$ cat src/rtl/spi_debug_slave.sv
// SPI mode-0 debug responder: oversampled command/data byte pairs drive LUT/IMEM write strobes,
// core reset and clock config. Optional status read (0x80) built only with SPI_DBG_STATUS_EN.
module spi_debug_slave #(
  parameter int unsigned SYNC_STAGES = 2,
  parameter int unsigned ADDR_W      = 7
) (
  input  logic              i_nano_clk,
  input  logic              i_nano_rst,
  input  logic              i_dbg_spi_en_n,
  input  logic              i_dbg_spi_sclk,
  input  logic              i_dbg_spi_mosi,
  output logic              o_dbg_spi_miso,
  input  logic [7:0]        i_ctrl_val,
  output logic              o_core_rst,
  output logic [7:0]        o_clk_cfg,
  output logic              o_wr_en,
  output logic [2:0]        o_wr_sel,
  output logic [ADDR_W-1:0] o_wr_addr,
  output logic [7:0]        o_wr_data
);

  typedef enum logic [2:0] {S_IDLE, S_CMD, S_WDATA, S_RDATA, S_DONE} state_t;

  logic [SYNC_STAGES-1:0] r_sclk_sync;
  logic [SYNC_STAGES-1:0] r_mosi_sync;
  logic [SYNC_STAGES-1:0] r_en_n_sync;
  logic                   r_sclk_d;

  state_t              r_state;
  logic                r_armed;
  logic [2:0]          r_bit_cnt;
  logic [6:0]          r_rx_sr;
  logic [7:0]          r_tx_sr;
  logic [7:0]          r_cmd;
  logic [ADDR_W-1:0]   r_addr_cnt;
  logic                r_miso;
  logic                r_core_rst;
  logic [7:0]          r_clk_cfg;
  logic                r_wr_en;
  logic [2:0]          r_wr_sel;
  logic [ADDR_W-1:0]   r_wr_addr;
  logic [7:0]          r_wr_data;

  logic       w_sclk;
  logic       w_mosi;
  logic       w_en_n;
  logic       w_rise;
  logic       w_fall;
  logic [7:0] w_byte;
  logic [7:0] w_rd_val;

  // en_n chain resets to "asserted" so a real high must be seen before a new frame is accepted
  always_ff @(posedge i_nano_clk or posedge i_nano_rst) begin
    if (i_nano_rst) begin
      r_sclk_sync <= '0;
      r_mosi_sync <= '0;
      r_en_n_sync <= '0;
      r_sclk_d    <= 1'b0;
    end else begin
      r_sclk_sync <= {r_sclk_sync[SYNC_STAGES-2:0], i_dbg_spi_sclk};
      r_mosi_sync <= {r_mosi_sync[SYNC_STAGES-2:0], i_dbg_spi_mosi};
      r_en_n_sync <= {r_en_n_sync[SYNC_STAGES-2:0], i_dbg_spi_en_n};
      r_sclk_d    <= w_sclk;
    end
  end

  assign w_sclk = r_sclk_sync[SYNC_STAGES-1];
  assign w_mosi = r_mosi_sync[SYNC_STAGES-1];
  assign w_en_n = r_en_n_sync[SYNC_STAGES-1];
  assign w_rise = w_sclk & ~r_sclk_d;
  assign w_fall = ~w_sclk & r_sclk_d;
  assign w_byte = {r_rx_sr, w_mosi};

  // Read value selected by the command byte as it completes
  always_comb begin
    w_rd_val = 8'h00;
    case (w_byte)
      8'h90: w_rd_val = i_ctrl_val;
`ifdef SPI_DBG_STATUS_EN
      8'h80: w_rd_val = {r_core_rst, r_wr_sel, r_addr_cnt[3:0]};
`endif
      default: w_rd_val = 8'h00;
    endcase
  end

  always_ff @(posedge i_nano_clk or posedge i_nano_rst) begin
    if (i_nano_rst) begin
      r_state    <= S_IDLE;
      r_armed    <= 1'b0;
      r_bit_cnt  <= 3'd0;
      r_rx_sr    <= 7'd0;
      r_tx_sr    <= 8'h00;
      r_cmd      <= 8'h00;
      r_addr_cnt <= '0;
      r_miso     <= 1'b0;
      r_core_rst <= 1'b0;
      r_clk_cfg  <= 8'h00;
      r_wr_en    <= 1'b0;
      r_wr_sel   <= 3'd0;
      r_wr_addr  <= '0;
      r_wr_data  <= 8'h00;
    end else begin
      r_wr_en <= 1'b0;
      if (r_wr_en) r_addr_cnt <= r_addr_cnt + ADDR_W'(1);
      if (w_en_n) r_armed <= 1'b1;

      if (w_en_n && (r_state != S_IDLE)) begin
        r_state   <= S_IDLE;
        r_bit_cnt <= 3'd0;
        r_tx_sr   <= 8'h00;
        r_miso    <= 1'b0;
      end else begin
        case (r_state)
          S_IDLE: begin
            r_bit_cnt <= 3'd0;
            r_tx_sr   <= 8'h00;
            r_miso    <= 1'b0;
            if (!w_en_n && r_armed) r_state <= S_CMD;
          end
          S_CMD, S_WDATA, S_RDATA: begin
            if (w_rise) begin
              r_rx_sr   <= w_byte[6:0];
              r_bit_cnt <= r_bit_cnt + 3'd1;
              if (r_bit_cnt == 3'd7) begin
                case (r_state)
                  S_CMD: begin
                    r_cmd <= w_byte;
                    if (w_byte[7]) begin
                      r_state <= S_RDATA;
                      r_tx_sr <= w_rd_val;
                    end else begin
                      r_state <= S_WDATA;
                      r_tx_sr <= 8'h00;
                    end
                  end
                  S_WDATA: begin
                    r_state <= S_DONE;
                    case (r_cmd)
                      8'h00: begin
                        r_core_rst <= w_byte[0];
                        if (w_byte[0]) r_addr_cnt <= '0;
                      end
                      8'h20: r_clk_cfg <= w_byte;
                      8'h30, 8'h60, 8'h70, 8'h71: begin
                        r_wr_en   <= 1'b1;
                        r_wr_addr <= r_addr_cnt;
                        r_wr_data <= w_byte;
                        case (r_cmd)
                          8'h60:   r_wr_sel <= 3'd0;
                          8'h70:   r_wr_sel <= 3'd1;
                          8'h71:   r_wr_sel <= 3'd2;
                          default: r_wr_sel <= 3'd3;
                        endcase
                      end
                      default: ;
                    endcase
                  end
                  default: begin
                    r_state <= S_DONE;
                    r_miso  <= 1'b0;
                  end
                endcase
              end
            end else if (w_fall) begin
              r_miso  <= r_tx_sr[7];
              r_tx_sr <= {r_tx_sr[6:0], 1'b0};
            end
          end
          default: begin
            r_miso <= 1'b0;
          end
        endcase
      end
    end
  end

  assign o_dbg_spi_miso = r_miso;
  assign o_core_rst     = r_core_rst;
  assign o_clk_cfg      = r_clk_cfg;
  assign o_wr_en        = r_wr_en;
  assign o_wr_sel       = r_wr_sel;
  assign o_wr_addr      = r_wr_addr;
  assign o_wr_data      = r_wr_data;

endmodule
$ cat config.mk
export PLATFORM = sky130hd
export DESIGN_NAME = spi_debug_slave
export DESIGN_NICKNAME = d
export VERILOG_FILES = /design/src/rtl/spi_debug_slave.sv
export SDC_FILE = /design/constraint.sdc
export NUM_CORES = 1
export LEC_CHECK = 0
export ABC_AREA = 1
export CAP_MARGIN = 20
export CORE_MARGIN = 4
export CORE_UTILIZATION = 65
export CTS_CLUSTER_SIZE = 10
export DETAILED_ROUTE_END_ITERATION = 10
export DONT_BUFFER_PORTS = 1
export GPL_TIMING_DRIVEN = 0
export PLACE_DENSITY = 0.81
export REMOVE_ABC_BUFFERS = 1
export SKIP_LAST_GASP = 1
export SYNTH_ARGS = -nofsm -noshare
export SYNTH_HDL_FRONTEND = slang
export SYNTH_SLANG_ARGS = --single-unit
$ cat constraint.sdc
create_clock -name i_nano_clk -period 4.6 [get_ports i_nano_clk]
set_input_delay 0.23 -clock i_nano_clk [delete_from_list [all_inputs] [get_ports i_nano_clk]]
set_output_delay 0.23 -clock i_nano_clk [all_outputs]
set_load 0.05 [all_outputs]
### Word level (Yosys, flattened, before mapping)

Cells that the tools add are included.
Widths: inputs -> output; s select.

| operators by class | value |
|---|---|
| $add $sub $neg | 2 |
| equal/unequal tests | 17 |
| muxes and demuxes | 39 |
| bitwise operators | 5 |
| reductions and logical operators | 19 |

Operators by type and width:

| cell | count |
|---|---|
| $mux 7 | 8 |
| $mux 8 | 7 |
| $eq 8x7->1 const B | 3 |
| $mux 3 | 7 |
| $reduce_and 6->1 | 3 |
| $eq 8x6->1 const B | 2 |
| $ne 4x4->1 const B | 4 |
| $pmux 8 s2 | 1 |
| $mux 1 | 13 |
| $pmux 3 s2 | 2 |
| $ne 3x3->1 const B | 3 |
| $eq 8x8->1 const B | 1 |
| $logic_not 8->1 | 1 |
| $reduce_and 4->1 | 2 |
| $add 7x1->7 const B | 1 |
| $eq 3x2->1 const B | 2 |
| $pmux 2 s3 | 1 |
| $reduce_and 3->1 | 2 |
| $reduce_bool 3->1 | 2 |
| $reduce_and 5->1 | 1 |
| $reduce_or 4->1 | 1 |
| $add 3x1->3 const B | 1 |
| $eq 3x1->1 const B | 1 |
| $eq 3x3->1 const B | 1 |
| 8 further kinds | 12 |

| storage, ports and cells | value |
|---|---|
| register bits | 73 |
| input port bits | 13 |
| output and inout bits | 29 |

### Longest topological paths before layout

| depth | value |
|---|---|
| word-level depth | 9 |
| depth in mapped cells | 10 |

### Least setup slack after synthesis

OpenSTA, ideal clock, no wires.

| timing | value |
|---|---|
| kind | flip-flop to flip-flop |
| start point | register r_bit_cnt[0] |
| end point | register r_clk_cfg[0] (netlist: o_clk_cfg[0]) |
| setup time | 0.120 ns |
| arrival time | 1.361 ns |
| data required time | 4.480 ns |
| setup slack | 3.119 ns |
| stages on the path, launching flop included | 9 |
| path buffers | 1 |
| clock period less this slack | 1.481 ns |
| path through | dfrtp_1 ha_1 ha_1 nand2_1 nor2_8 nand2_4 buf_6 nand2_1 o21ai_2 |

| between the ends | value |
|---|---|
| word-level cells in the longest chain between the ends | 2 |

Ends and longest elaborated chain:

| element | line | RTL |
|---|---|---|
| start: declaration | 31 | `logic [2:0] r_bit_cnt;` |
| start signal: assignment | 123 | `r_bit_cnt <= r_bit_cnt + 3'd1;` |
| $eq 3x3->1 | 124 | `if (r_bit_cnt == 3'd7) begin` |
| $reduce_and 6->1 (no line) | - |  |
| end signal: assignment | 143 | `8'h20: r_clk_cfg <= w_byte;` |
| end: declaration | 38 | `logic [7:0] r_clk_cfg;` |

Every way passes these cells.
A chain may end at the register's enable or synchronous reset.

### Worst setup path in the final report

| timing | value |
|---|---|
| start point | register r_state[0] |
| end point | register r_tx_sr[0] |

| between the ends | value |
|---|---|
| word-level cells in the longest chain between the ends | 4 |

Ends and longest elaborated chain:

| element | line | RTL |
|---|---|---|
| start: declaration | 29 | `state_t r_state;` |
| start signal: assignment | 88 | `r_state <= S_IDLE;` |
| start signal: assignment | 108 | `r_state <= S_IDLE;` |
| start signal: assignment | 118 | `if (!w_en_n && r_armed) r_state <= S_CMD;` |
| $eq 3x1->1 (tied with other cells) | 113, 125 |  |
| $reduce_or 3->1 or $logic_and 1x1->1 (tied branches) | 113, 107 |  |
| $ne 4x4->1 (no line) (tied with other cells) | - |  |
| $reduce_and 4->1 (no line) or $mux 8 (tied branches) | - |  |
| end signal: assignment | 130 | `r_tx_sr <= w_rd_val;` |
| end signal: assignment | 166 | `r_tx_sr <= {r_tx_sr[6:0], 1'b0};` |
| end: declaration | 33 | `logic [7:0] r_tx_sr;` |

Several ways; a longest one is shown, not always the timed one.

==> run summary <==
worst path arrival time: 2240 ps
worst hold path type: in -> reg
share of total power in combinational logic: 11.8%
min cycle time layout: 1960 ps
Routed wire per std cell: 13.3 um
worst clock skew: 7.89 ps
total of max-cap violations: 0
share of cells above drive strength 1: 11.0%
Layout Area Growth over Synthesis: 9.03%
Post-synth top flop: dfrtp_1
Seq cells post-synth: 72
CTS tree: built
crit-path leading delay family: simple AND/OR/NAND/NOR gates
Slew headroom: 43.0%
postcts setup bufs: 0
# clock sinks: 72
crit path max fanout: 17
core area: 4880 um2
Synthesis Warnings: 0
clk_lat worst skew: 340 ps
area leader, netlist: dfrtp_1
post-route DRC violation count: 0
PostCTS Resize Cnt: 0
Root Driver: clkbuf_8
Worst Path Buf+Inv: 0
GRT Resource Usage Total: 23.0%
dpl hpwl: 4360 um
Critical Path Sink Type: register
sequential area share after synthesis: 53.5%
antenna-violating nets left: 0
Hold Fails Final Rpt: 0
die area: 6400 um2
diodes inserted: 0
NumNets Final: 431
row cnt: 25
number of global-route vias before repair: 2452
Setup CP Type: reg -> reg
synth cell count leaders: 142 x nand2_1, 72 x dfrtp_1, 48 x inv_1
num ports: 42
non-filler cells, final: 486
TritonRoute pass-1 iters: 4
Horiz. Die Dim: 80.0 um
total CTS buffers: 9
Cell Chain, Critical Path: o21ai_2, nor2_4, nand2_1, nor2_1, nor2_2, nand2_1, nand2_1
cts hold-fix bufs: 4
CTS clk-pin slew, worst paths: 70 ps
initial antenna violation count: 0
crit-path most repeated cell: nand2_1
sw frac: 26.8%
sequential share of power: 48.4%
Static Leak: 2.03 nW
Unique masters post-synth: 28
total number of vias: 2571
required time of the critical path: 4880 ps
Clock Path Buffers: 2
H-tree levels: 3
Post-synth EDFFs: 0
power per cell area: 385 nW/um2
drt via density: 5.29
Tot Pwr: 1.41 mW
setup TNS: 0 ps
Mean Syn Cell Area: 8.30 um2
Hold Slack: 130 ps
Crit-path slowest cell: dfrtp_1
delay of the slowest critical-path stage: 460 ps
Buffers on Ports: 0
Synth area leaders: dfrtp_1 53%, nand2_1 16%, inv_1 5.3%
Overflow after GRT: 0
Die Ht: 80.0 um
WL final: 6480 um
final slew viol count: 0
NetSw: 380 uW
Least-Margin Pin Slew: 855 ps
VDD IR-drop max: 0.303 mV
RSZ-0062 raised after global routing: no
Initial Util: 69.0%
Mapped Area: 3370 um2
Async SR Flop Fraction: 100%
RePlAce Congestion: 0.796
first-pass GRT wire length: 11300 um
Iter 0 DRT Violations: 236
placed cell count: 466
clock power share: 39.8%
final worst-path cycle share: 42.6%
internal power: 1.03 mW
largest net degree at the start of global routing: 73
Synth top area share: 53.5%
status: completed
FMAX: 510 MHz
Post-Synthesis Cells: 406
count leader, synth: nand2_1
Worst setup SP type: register
final count of negative-setup-slack endpoints: 0
-- power groups by stage --
stage	Sequential (mW)	Clock, mW	Combinational, mW
6_report	0.684	0.563	0.167
3_5_place_dp	0.695	0	0.162
4_1_cts	0.683	0.572	0.167
3_3_place_gp	0.694	0	0.158
2_1_floorplan	0.688	0	0.126
5_1_grt	0.687	0.599	0.192
-- final timing paths --
path / from / to / slack, ps / cells after the start
setup / recovery: r_state[0] / r_tx_sr[0] / 2640 / 7
hold / removal: i_ctrl_val[0] / r_tx_sr[0] / 130 / 4
setup reg to reg: r_state[0] / r_tx_sr[0] / 2640 / 7
hold reg to reg: r_sclk_sync[0] / r_sclk_sync[1] / 350 / 0
max in group asynchronous: i_nano_rst / o_clk_cfg[6] / 3480 / 2
min in group asynchronous: i_nano_rst / o_wr_data[7] / 550 / 2
-- area by class of cell --
type | instances | area, um2
inverters | 51 | 194
clock buffers | 11 | 151
flip-flops and latches | 72 | 1800
multi-input cells | 276 | 1320
clock inverters | 5 | 78.8
well taps | 67 | 83.8
repair buffers | 4 | 40.0
fillers | 375 | 1210
-- per-layer routing --
layer	global-route usage, %	share of wire, %	vias to the layer above
met1	28.5	42	1203
li1	-	-	1279
met4	10.6	2.5	0
met3	5.30	6.0	13
met2	37.9	49	76
met5	0	0	-
-- stage by stage --
stage | utilization [%] | instance area, um2 | setup WS (ps)
2_1_floorplan | - | 3320 | 2550
3_3_place_gp | 69.7 | 3400 | 1870
3_5_place_dp | 69.7 | 3400 | 2670
4_1_cts | 75.3 | 3670 | 2650
5_1_grt | 75.3 | 3670 | 2480
6_report | 75.3 | 3670 | 2640
-- cells in the final DEF (no fill, tap or decap), types with 5 or more instances in the layout --
master,n
clkbuf_8,11
dfrtp_1,72
inv_1,47
nand2_1,142
nand2_2,5
nand3_1,30
nand4_1,6
nor2_1,36
o21ai_1,17
o21ai_2,9
-- worst reg2reg max path, delay by kind of cell (launching register included) --
kind	cells	cell delay (ps)
AND/OR/NAND/NOR	6	1150
flip-flops	1	460
AO/OA/AOI/OAI	1	300
-- cells by family (layout without fill, tap and decap cells) --
logic type                 after synthesis  after routing  share of synthesized area (%)
DFF                                     72             72                           53.5
AOI/OAI and AO/OA                       36             36                           6.87
adders and majority gates                4              4                           1.49
buffers and inverters                   58             71                           7.24
other                                    1              1                          0.111
and+or+nand+nor                        229            229                           29.2
muxes                                    1              1                          0.334
xor gates and xnor gates                 5              5                           1.30
-- registers in the layout (all words and copies together) (netlist names) --
register,count
r_mosi_sync,2
o_wr_en,1
r_state,3
o_core_rst,1
r_sclk_sync,2
o_dbg_spi_miso,1
r_armed,1
r_addr_cnt,7
r_cmd,8
r_tx_sr,8
r_bit_cnt,3
r_en_n_sync,2
r_rx_sr,7
o_wr_sel,2
o_wr_addr,7
o_clk_cfg,8
r_sclk_d,1
o_wr_data,8
Note: power is estimated with default switching activity, not from simulation.
